**src/rtl/mfc_frame_tx.sv**
```systemverilog
// MFCC frame transmitter: ping-pong frame buffer, energy VAD with hangover,
// burst serialiser. Ports: clk, reset (async, active-low), coef_in/coef_dv/
// coef_first in; vec_o/dv_o/sof_o/vad_o out, ovf_o/err_o sticky flags.
module mfc_frame_tx #(
  parameter int BIT    = 32,
  parameter int NCOEF  = 12,
  parameter int THRESH = 0,
  parameter int HANG   = 3
) (
  input  logic           clk,
  input  logic           reset,
  input  logic [BIT-1:0] coef_in,
  input  logic           coef_dv,
  input  logic           coef_first,
  output logic [BIT-1:0] vec_o,
  output logic           dv_o,
  output logic           sof_o,
  output logic           vad_o,
  output logic           ovf_o,
  output logic           err_o
);

  localparam int IW = (NCOEF > 1) ? $clog2(NCOEF) : 1;
  localparam int RW = $clog2(NCOEF + 1);
  localparam int HW = (HANG > 0) ? $clog2(HANG + 1) : 1;
  localparam logic signed [BIT-1:0] TH = BIT'(THRESH);
  localparam logic [IW-1:0] LAST = IW'(NCOEF - 1);
  localparam logic [HW-1:0] HMAX = HW'(HANG);
  localparam logic [RW-1:0] RDONE = RW'(NCOEF);

  typedef enum logic {IDLE, ACTIVE} vad_t;
  typedef enum logic {TIDLE, TSEND} tx_t;

  logic [BIT-1:0] mem [2][NCOEF];
  logic [1:0]     full;

  logic [IW-1:0]  wi;
  logic           wb;
  logic           fb;
  logic           drop;
  logic           done;
  logic [BIT-1:0] c0;

  vad_t           vstate, vnext;
  logic [HW-1:0]  hang, hnext;
  logic           accept;

  tx_t            tstate, tnext;
  logic [RW-1:0]  ri, rnext;
  logic           rb, rbnext;
  logic           rel;
  logic [BIT-1:0] vecn;
  logic           dvn, sofn;

  logic start, cont, stray, last;
  logic tgt, tgt_free;

  assign start = coef_dv & coef_first;
  assign cont  = coef_dv & ~coef_first & (wi != '0);
  assign stray = coef_dv & ~coef_first & (wi == '0);
  assign last  = cont & (wi == LAST);

  // A frame opening while the previous one is being accepted goes
  // to the bank the pointer is about to toggle to.
  assign tgt      = accept ? ~wb : wb;
  assign tgt_free = ~full[tgt] | (rel & (rb == tgt));

  always_ff @(posedge clk) begin
    if (start && tgt_free) mem[tgt][0] <= coef_in;
    if (cont && !drop)     mem[fb][wi] <= coef_in;
  end

  always_ff @(posedge clk or negedge reset) begin
    if (!reset) begin
      wi    <= '0;
      wb    <= 1'b0;
      fb    <= 1'b0;
      drop  <= 1'b0;
      done  <= 1'b0;
      c0    <= '0;
      ovf_o <= 1'b0;
      err_o <= 1'b0;
      full  <= 2'b00;
    end else begin
      done <= last & ~drop;
      if (start) begin
        wi   <= IW'(1);
        fb   <= tgt;
        drop <= ~tgt_free;
        c0   <= coef_in;
        if (wi != '0) err_o <= 1'b1;
        if (!tgt_free) ovf_o <= 1'b1;
      end else if (cont) begin
        wi <= last ? '0 : wi + IW'(1);
      end
      if (stray) err_o <= 1'b1;
      if (accept) wb <= ~wb;
      for (int b = 0; b < 2; b++) begin
        full[b] <= (full[b] & ~(rel & (rb == b[0])))
                 | (accept & (wb == b[0]));
      end
    end
  end

  always_ff @(posedge clk or negedge reset) begin
    if (!reset) begin
      vstate <= IDLE;
      hang   <= '0;
    end else begin
      vstate <= vnext;
      hang   <= hnext;
    end
  end

  always_comb begin
    vnext  = vstate;
    hnext  = hang;
    accept = 1'b0;
    if (done) begin
      unique case (vstate)
        IDLE: begin
          if ($signed(c0) > TH) begin
            vnext  = ACTIVE;
            hnext  = HMAX;
            accept = 1'b1;
          end
        end
        ACTIVE: begin
          if ($signed(c0) > TH) begin
            hnext  = HMAX;
            accept = 1'b1;
          end else if (hang != '0) begin
            hnext  = hang - HW'(1);
            accept = 1'b1;
          end else begin
            vnext = IDLE;
          end
        end
      endcase
    end
  end

  assign vad_o = (vstate == ACTIVE);

  always_ff @(posedge clk or negedge reset) begin
    if (!reset) begin
      tstate <= TIDLE;
      ri     <= '0;
      rb     <= 1'b0;
      vec_o  <= '0;
      dv_o   <= 1'b0;
      sof_o  <= 1'b0;
    end else begin
      tstate <= tnext;
      ri     <= rnext;
      rb     <= rbnext;
      vec_o  <= vecn;
      dv_o   <= dvn;
      sof_o  <= sofn;
    end
  end

  // ri == RDONE marks "last element just sent": a pending bank can
  // start on the very next edge so bursts run back to back.
  always_comb begin
    tnext  = tstate;
    rnext  = ri;
    rbnext = rb;
    vecn   = vec_o;
    dvn    = 1'b0;
    sofn   = 1'b0;
    rel    = 1'b0;
    if ((tstate == TIDLE || ri == RDONE) && full[rb]) begin
      tnext = TSEND;
      rnext = RW'(1);
      vecn  = mem[rb][0];
      dvn   = 1'b1;
      sofn  = 1'b1;
    end else if (tstate == TSEND && ri != RDONE) begin
      vecn  = mem[rb][ri[IW-1:0]];
      dvn   = 1'b1;
      rnext = ri + RW'(1);
      if (ri[IW-1:0] == LAST) begin
        rel    = 1'b1;
        rbnext = ~rb;
      end
    end else begin
      tnext = TIDLE;
    end
  end

endmodule

```
**config.mk**
```make
export PLATFORM = sky130hd
export DESIGN_NAME = mfc_frame_tx
export DESIGN_NICKNAME = d
export VERILOG_FILES = /design/src/rtl/mfc_frame_tx.sv
export SDC_FILE = /design/constraint.sdc
export NUM_CORES = 1
export LEC_CHECK = 0
export ABC_AREA = 1
export BUFFER_PORTS_ARGS = -buffer_cell sky130_fd_sc_hd__buf_2
export CORE_MARGIN = 5
export CORE_UTILIZATION = 45
export CTS_BUF_LIST = sky130_fd_sc_hd__clkbuf_2
export DETAILED_ROUTE_END_ITERATION = 12
export SYNTH_ARGS = -nofsm -noshare
export SYNTH_HDL_FRONTEND = slang
export SYNTH_SLANG_ARGS = --single-unit
```
**constraint.sdc**
```tcl
create_clock -name clk -period 3.28 [get_ports clk]
set_input_delay 0.656 -clock clk [delete_from_list [all_inputs] [get_ports clk]]
set_output_delay 0.656 -clock clk [all_outputs]
set_load 0.02 [all_outputs]
```
* Word level (Yosys, flattened, before mapping) *
Memory sizes are Yosys's and may differ from the RTL's.
Cells that the tools add are included.

cells by class
  bitwise gates (word level) = 29
  add/sub/neg operators = 3
  reduce and logical (&&, ||, !) cells = 19
  equal/unequal tests = 8
  mux-type cells = 44
  magnitude comparators = 6

operators by type and width
  operator               count
  $mux W384              3
  $reduce_or A384 Y1     1
  $mux W32               5
  $bmux W32 S4           1
  $demux W32 S4          1
  $gt A32 B1 Y1 const B  1
  $mux W1                24
  $mux W4                5
  $and A1 B1 Y1          13
  $eq A4 B4 Y1 const B   3
  $not A1 Y1             11
  $ge A5 B5 Y1 const B   2
  $not A4 Y5             2
  $reduce_bool A2 Y1     5
  $add A4 B1 Y4 const B  2
  $mux W2                3
  $reduce_and A3 Y1      2
  $logic_and A1 B1 Y1    5
  $lt A5 B1 Y1 const B   1
  $logic_not A4 Y1       1
  $lt A1 B2 Y1 const B   2
  $ne A2 B2 Y1 const B   2
  $ne A4 B4 Y1 const B   1
  $pmux W2 S2            1
  9 further kinds        12

word-level totals
  memories kept = 1
  bits in writable memories = 768
  input bits = 36
  bits in registers = 87
  output and inout port bits = 37

memory list
  name  depth  width  read ports  clocked after memory_dff  wr ports  line  text
  mem   2      384    1           0                         1         34    logic [BIT-1:0] mem [2][NCOEF];

* Depth between registers and ports, before layout *
Gate-level depths: netlist (run 1).

  depth in word-level cells = 14
  mapped depth = 16
  gate-level depth less buffers = 15

* Worst setup path before layout (run 1) *
No wires, ideal clock.

  path type = flip-flop to flip-flop
  from = register ri[1]
  to = memory mem[1][352] (netlist bit), enable pin
  buffers on the path = 4
  arrival = 3.199 ns
  stages on the path, launching flop included = 14
  required time = 2.859 ns
  library setup time = 0.421 ns
  period minus slack after synthesis = 3.620 ns
  setup slack = -0.340 ns
  path through = dfrtp_1 buf_2 inv_2 buf_2 buf_1 ha_1 nand3_1 nand2_1 clkbuf_1 nor2_1 nand3_1 nand2_1 nand2_1 nor2_1

on the way
  longest elaborated chain between the ends = 10
  elaborated cells between the ends (all ways) = 15

ends and longest elaborated chain
  item                                            line      text
  start: declaration                              49        logic [RW-1:0] ri, rnext;
  start signal: assignment                        155       ri <= rnext;
  $eq A4 B4 Y1, or another cell as far along      183       if (ri[IW-1:0] == LAST) begin
  $mux W1, or another cell as far along           183
  $mux W1 or $logic_and A1 B1 Y1 (tied branches)  179, 173
  $mux W1 (*)                                     173       if ((tstate == TIDLE || ri == RDONE) && full[rb]) begin
  $and A1 B1 Y1 (*)                               66        assign tgt_free = ~full[tgt] | (rel & (rb == tgt));
  $or A1 B1 Y1 (*)                                66
  $logic_and A1 B1 Y1 (*)                         69        if (start && tgt_free) mem[tgt][0] <= coef_in;
  $mux W1 (*)                                     69
  $mux W1 (implied by the code) (*)               69
  $mux W384 (no line) (*)                         -
  end: declaration                                34

Mark *: on every way between the ends. The rest lies on a longest branch, timed or not.

* Worst setup path after layout (run 1) *
  from = register c0[22]
  to = memory mem[0][258] (netlist bit), enable pin

on the way
  longest elaborated chain between the ends = 6
  elaborated cells between the ends (all ways) = 7

ends and longest elaborated chain
  item                        line      text
  start: declaration          42        logic [BIT-1:0] c0;
  start signal: assignment    90        c0 <= coef_in;
  $gt A32 B1 Y1 (*)           122, 129
  $mux W1 (on tied branches)  129, 122
  $pmux W1 S2 (*)             120       unique case (vstate)
  $mux W1 (*)                 119       if (done) begin
  $mux W1 (*)                 -
  net tgt                     56        logic tgt, tgt_free;
  $mux W1 (no line) (*)       -

The timed path passes the listed nets; every way through them passes the cells marked *.

==> results of run 1 <==
## worst max path at each step
| stage | from | to | slack [ps] | cells after the start |
|---|---|---|---|---|
| after floorplan | c0[22]$_DFFE_PN0P_ | mem[0][0]$_DFFE_PP_ | -170 | 13 |
| after global placement | c0[6]$_DFFE_PN0P_ | mem[0][279]$_DFFE_PP_ | 260 | 14 |
| after detailed placement | c0[6]$_DFFE_PN0P_ | mem[0][276]$_DFFE_PP_ | 220 | 14 |
| after CTS | c0[6]$_DFFE_PN0P_ | mem[0][258]$_DFFE_PP_ | 130 | 14 |
| after global routing | c0[22]$_DFFE_PN0P_ | mem[1][354]$_DFFE_PP_ | 5 | 16 |
| final | c0[22]$_DFFE_PN0P_ | mem[0][258]$_DFFE_PP_ | 290 | 14 |
## stage by stage
stage	utilization, %	total power [W]	TNS [ps]
floorplan	-	0.0201	-43250
global placement	47.7	0.0241	0
detailed placement	47.7	0.0242	0
CTS	50.7	0.0314	0
global route	50.7	0.0333	0
finish	50.7	0.0311	0
## cell type report
cell class | count | area share (%)
antenna | 4 | 0.0247
multi-input combinational | 2203 | 23.3
clock inverter | 59 | 0.879
tap | 1060 | 3.27
clock buffer | 319 | 3.93
inverter | 231 | 2.18
sequential | 855 | 62.2
timing repair buffer | 187 | 4.20
## timing repair
| action | CTS | global route |
|---|---|---|
| endpoints found under the hold margin | 918 | 0 |
| gates resized for setup | 0 | 1 |
| hold buffers | 39 | 0 |
| setup endpoints to repair | 0 | 46 |
## synth_stat cells
library cell,number
o21a_1,1
or2_2,64
buf_2,72
o21bai_1,1
a21oi_1,11
xor2_1,1
o21ai_1,28
nor2_1,316
o21ai_0,83
o211ai_1,32
clkbuf_1,68
nand3_2,1
nand2_1,1349
inv_1,222
a31oi_1,28
ha_1,9
o22ai_1,1
or2_0,2
clkinv_1,3
inv_2,6
buf_6,1
nand4_1,1
nor2_2,1
buf_1,26
o31ai_1,1
nand3_1,269
a21o_1,1
edfxtp_1,768
buf_4,9
nand2_2,2
dfrtp_1,87
nor2_4,1
## layer usage
metal  vias to the layer above  share of wire (%)
met5                         -                  0
met4                         0                2.3
met3                       143                8.1
met2                      1003                 46
met1                     12059                 43
li1                      12009                  -
## logic make-up after synthesis
kind of cell    count (synthesis)
compound gates                187
flops                         855
xor+xnor                        1
fa+ha+maj                       9
buf+inv                       407
simple gates                 2006
## critical path, cell delays in order, from the launching register on
cell and delay [ps]:
dfrtp_1 390, nor2_1 110, nand2_1 70, nor2_1 140, nand4_1 100, nand2_1 110
nand2_1 60, nand2_1 100, inv_1 100, ha_1 380, inv_1 130, nand3_1 210
nand2_4 200, nor2_4 160, buf_12 280
## sequential cells by signal, summed over array words and instances, names as in the netlist
name	count
vad_o	1
wi	4
c0	32
sof_o	1
drop	1
ri	4
rb	1
full	2
fb	1
wb	1
tstate	1
dv_o	1
vec_o	32
ovf_o	1
hang	2
mem	768
done	1
err_o	1
## power breakdown
part | total, W | switching [W] | internal, W
clock | 0.00715 | 0.00424 | 0.00291
sequential | 0.0128 | 0.000480 | 0.0123
combinational | 0.0112 | 0.00798 | 0.00319
total | 0.0311 | 0.0127 | 0.0184
==> impl_results.md, run 1 <==
- Max_slew headroom: between 30% and 40%
- DRT Pass-1 Iters: 7
- HP Class: in -> reg
- Max-Cap Viols: 0
- Area of the multi-input gates: between 9000 and 10000 sq um
- Final hold violations: 0
- Cell taking the most area after synthesis: edfxtp_1
- Reg2Reg Launch Point: c0[22]$_DFFE_PN0P_
- Overall die height: just under 300 um
- GRT busiest layer: met2
- Final min period: ~3000 ps
- Worst-Skew Late Latency: ~1400 ps
- Initial antenna violation count: 4
- Leakage power: 16.8 nW
- Post-Syn Area: around 36000 sq um
- Crit path required time: approximately 4300 ps
- WL final: a little over 100000 um
- Synth Net Count: roughly 3500
- Startpoint Class: flop
- Fraction of the mapped netlist area in compound gates: just under 3%
- Core box area: between 80000 and 90000 sq um
- Total GRT Usage: a little under a quarter
- Avg WL per Cell: 20.6 um
- Final instance area: ~41000 sq um
- FF+latch area: roughly 25000 sq um
- R2R setup slack: about 290 ps
- Worst hold start: coef_first
- Syn. warnings: 0
- Dpl cell area: 38200 sq um
- Fill cell total of the finished layout: approximately 7400
- Vias in the first global route: 24466
- Status: finished, final reports clean
- Max-slew violations: 0
- HPWL Detailed: roughly 58000 um
- Largest family of logic cells by synthesized area: simple AND/OR/NAND/NOR gates
- PwrDens: 767 nW/um^2
- Final period util: about nine tenths
- Xor and xnor area share after synthesis: less than 1%
- Vias/cell: 5.13
- FP Rows: 104
- Total CTS buffers: between 200 and 250
- DRC errors left: 0
- P&R area growth vs syn: 12.3%
- Vias: 25214
- Die X: 293 um
- Mux cell area share after synthesis: 0%
- Clk_skew: around 140 ps
- Peak Freq: around 0.33 GHz
- Avg Synthesized Cell Area: 10.4 sq um
- Port bufs: 72
- Initial Util: between 40 and 50%
- Top cell type's share of synthesized area: a little under two thirds
- Worst reg2reg path depth: 14
- Post-Layout Cell Count: about 5000
- Simple-Gate Fraction of Synth Area: between 20% and 30%
- Met3 usage: under 10%
- # placed instances: 4497
- IO Count: 73
- Hold Path Cell Cnt: 5
- CP Capture Type: flop
- Post-Syn Instances: around 3500
- Commonest non-fill, non-tap cell in the layout: nand2_1
- Most area-consuming cells after synthesis: edfxtp_1 (64%), nand2_1 (14%), dfrtp_1 (6.0%), nand3_1 (3.7%), nor2_1 (3.3%)
- Synth cell types: 32
- CTS tree: yes
- M1 GR Usage: roughly a third
- Setup slack after layout: approximately 290 ps
- Total Die Area: roughly 86000 sq um
- Flops & latches, synth: 855
- Final setup viols: 0
- Synth Area in Adders: less than 1%
- Pre-CTS setup slack: 220 ps
- FF-to-FF End: mem[0][258]$_DFFE_PP_
- Gpl congestion: between 0.8 and 0.9
- Global-route wire length before repair: ~150000 um
- CTS sink count: 855
- Grt ovf: 0
- Root buf cell: clkbuf_2
- Pin count of the biggest net entering global routing: between 100 and 150
- Crit path DAT: 3980 ps
- Worst-case clock buffer depth: 3
- Nets: 3733
- Critical setup path kind: reg -> reg
- Worst VDD drop: around 0.53 mV
- RSZ-0062 raised after global routing: false
- Iteration-0 DRC Markers: around 2200
- Slew at the pin closest to its max-slew limit: between 900 and 1000 ps
- Seq/Total Area, Yosys: 69.8%
- WHS: 276 ps
- CTS clk-pin slew, worst paths: approximately 100 ps
- Max FO, Critical Path: 32
- Most frequent cells in the layout: nand2_1 (1347), edfxtp_1 (768), clkbuf_2 (319)
- GR Util met2: between 30% and 40%
- ANT nets after route: 0
- WHS Endpoint: wi[2]$_DFFE_PN0P_
- Setup bufs post-CTS: 0
- Layout cells sized above 1: between 10% and 20%
- CTS HTree Levels: 4
No activity file was read; power rests on OpenSTA's default activity.
==> inputs of run 2 (changes only) <==
==> constraint.sdc (replaced) <==
create_clock -name clk -period 3.8 [get_ports clk]
set_input_delay 0.76 -clock clk [delete_from_list [all_inputs] [get_ports clk]]
set_output_delay 0.76 -clock clk [all_outputs]
set_load 0.02 [all_outputs]
==> run 2 against run 1 <==
Net effect: utilization decreased by 0.21 points; die area unchanged; routed wire length decreased by 0.92%; hold slack improved by 69 ps; worst setup slack improved by 160 ps; via count decreased by 0.57%; fmax decreased by 11%; clock skew decreased by 54 ps; total power decreased by 14%; non-clock buffer count decreased by 12; critical path type unchanged; critical endpoint is now mem[1][368]$_DFFE_PP_; largest cell class unchanged; highest routed layer unchanged.
==> impl_results.md, run 2 (synthesis results as in run 1) <==
- CP delay by family, top: simple AND/OR/NAND/NOR gates
- Setup bufs post-CTS: 0 (unchanged)
- Core box area: 80000 sq um (unchanged)
- Worst path bufs/invs: 3 (unchanged)
- DRT Pass-1 Iters: 6 (-1)
- Leakage power: 16.7 nW (-0.59%)
- FF-to-FF End: mem[1][368]$_DFFE_PP_
- Startpoint Class: flop
- Area of the multi-input gates: 9440 sq um (about the same)
- FP Rows: 104 (unchanged)
- Initial antenna violation count: 1 (-3)
- Slew at the pin closest to its max-slew limit: 1230 ps (+261 ps)
- RSZ-0062 raised after global routing: false
- Pin count of the biggest net entering global routing: 245 (+110%)
- Total GRT Usage: 23.2% (-0.17 points)
- Clk_skew: 85.2 ps (-54.1 ps)
- Total CTS buffers: 208 (-0.95%)
- Peak Freq: 0.299 GHz (-11%)
- PwrDens: 662 nW/um^2 (-14%)
- WHS Endpoint: wi[2]$_DFFE_PN0P_
- FF+latch area: 25300 sq um (unchanged)
- CTS tree: yes
- Commonest non-fill, non-tap cell in the layout: nand2_1
- Final min period: 3350 ps (+355 ps)
- P&R area growth vs syn: 11.8%
- IO Count: 73 (unchanged)
- Critical Path, Cell by Cell: nor2_1, nand2_1, nor2_1, nand4_1, nand2_1, nand2_1, nand2_1, inv_1, ha_1, inv_1, nand2_1, nand3_1, nand2_1, nand2_1, nor2_4, buf_12
- Layout cells sized above 1: 15.0% (-0.26 points)
- Max_slew headroom: 17.8% (-17 points)
- Vias: 25071 (-0.57%)
- CP Capture Type: flop
- WL final: 100000 um (-0.92%)
- Hold Path Cell Cnt: 5 (unchanged)
- Setup slack after layout: 451 ps (+165 ps)
- Max FO, Critical Path: 21 (-34%)
- Final setup viols: 0 (unchanged)
- Crit path required time: 4830 ps (+560 ps)
- Worst VDD drop: 0.742 mV (+40%)
- HPWL Detailed: 57200 um (-1.5%)
- CTS HTree Levels: 4 (unchanged)
- Port bufs: 72 (unchanged)
- Vias/cell: 5.11 (-0.38%)
- Reg2Reg Launch Point: c0[22]$_DFFE_PN0P_
- Max reg flops: 768 (unchanged)
- R2R setup slack: 450 ps (+160 ps)
- Crit path DAT: 4380 ps (+400 ps)
- Max-Cap Viols: 0 (unchanged)
- Pre-CTS setup slack: 527 ps (+307 ps)
- Vias in the first global route: 24289 (-0.72%)
- Worst-case clock buffer depth: 3 (unchanged)
- Slowest cell on crit path: nor2_4
- HP Class: in -> reg
- Initial Util: 45.2% (unchanged)
- Final period util: 88.1% (-3.1 points)
- Global-route wire length before repair: 150000 um (-1.0%)
- Setup TNS: 0 ps (unchanged)
- Overall die height: 293 um (unchanged)
- Slowest cell delay on critical path: 520 ps (+130 ps)
- Fill cell total of the finished layout: 7341 (-0.27%)
- ANT nets after route: 0 (unchanged)
- Die X: 293 um (unchanged)
- DRC errors left: 0 (unchanged)
- Cell repeated most along the worst path: nand2_1
- CTS clk-pin slew, worst paths: 110 ps (about the same)
- Total Die Area: 86100 sq um (unchanged)
- Final hold violations: 0 (unchanged)
- Gpl congestion: 0.839 (+2.7%)
- Iteration-0 DRC Markers: 2428 (+8.1%)
- Status: finished, final reports clean
- Avg WL per Cell: 20.4 um (-0.74%)
- Worst hold start: coef_first
- Nets: 3719 (-0.38%)
- Most frequent cells in the layout: nand2_1 (1347), edfxtp_1 (768), clkbuf_2 (316)
- Reg with most FFs: mem
- CTS sink count: 855 (unchanged)
- Grt ovf: 0 (unchanged)
- Max-slew violations: 0 (unchanged)
- Root buf cell: clkbuf_2
- Worst-Skew Late Latency: 1390 ps (-20 ps)
- Worst reg2reg path depth: 16 (+2)
- Top Registers: mem x768, c0 x32, vec_o x32
- Critical setup path kind: reg -> reg
==> run 2: cell types whose count changed in the layout (fill, tap and decap cells not counted), moves of 2 or more <==
cell / delta
inv_6: +2
clkinvlp_4: +3
buf_12: -3
clkbuf_2: -3
buf_4: -9
clkinv_1: +4
bufinv_16: -3
diode_2: -2
==> run 2: stage by stage <==
stage / util [%] / instances / power (W) / hold WS, ps / instance area (sq um)
after floorplan: - / 3465 / 0.0173 / 425 / 36100
after global placement: 47.6 / 4485 / 0.0208 / 464 / 38100
after detailed placement: 47.6 / 4485 / 0.0208 / 454 / 38100
after CTS: 50.5 / 4907 / 0.0269 / 105 / 40400
after global routing: 50.5 / 4908 / 0.0285 / 223 / 40400
final: 50.5 / 4909 / 0.0267 / 345 / 40400
==> run 2: power by group <==
group          switching (W)  internal [W]
clock                0.00373       0.00232
combinational        0.00704       0.00271
sequential          0.000323        0.0106
total                 0.0111        0.0156
==> run 2: layout make-up <==
cell class,instances,area share (%)
well taps,1060,3.28
clock inverters,67,0.842
clock buffers,316,3.91
diodes,2,0.0124
inverters,231,2.19
multi-input cells,2203,23.4
repair buffers,175,3.90
flip-flops and latches,855,62.5
==> run 2: worst max-delay path by stage <==
stage                             startpoint                     to  slack [ps]  depth (start not counted)
after CTS                 c0[23]$_DFFE_PN0P_  mem[1][368]$_DFFE_PP_         430                         16
after global routing      c0[23]$_DFFE_PN0P_  mem[1][367]$_DFFE_PP_         140                         16
after detailed placement  c0[22]$_DFFE_PN0P_  mem[1][372]$_DFFE_PP_         530                         16
final                     c0[22]$_DFFE_PN0P_  mem[1][368]$_DFFE_PP_         450                         16
after floorplan            ri[1]$_DFFE_PN0P_  mem[1][352]$_DFFE_PP_         180                         13
after global placement    c0[18]$_DFFE_PN0P_  mem[1][374]$_DFFE_PP_         630                         16
==> run 2: layer usage <==
layer | global-route usage [%] | routed length, um
met5 | 0 | 0
met3 | 5.35 | 8350
met1 | 33.9 | 44700
met4 | 7.40 | 2440
met2 | 34.9 | 44800
==> run 2: worst min-delay path: stages <==
cell and delay [ps]:
dlygate4sd3_1 520, buf_2 120, nor2_1 70, nand2_1 110
o21ai_0 110
==> run 2: timing repair <==
action,CTS,global route
hold buffers,39,0
endpoints found under the setup margin,0,0
resized for setup,0,0
endpoints found under the hold margin,896,0
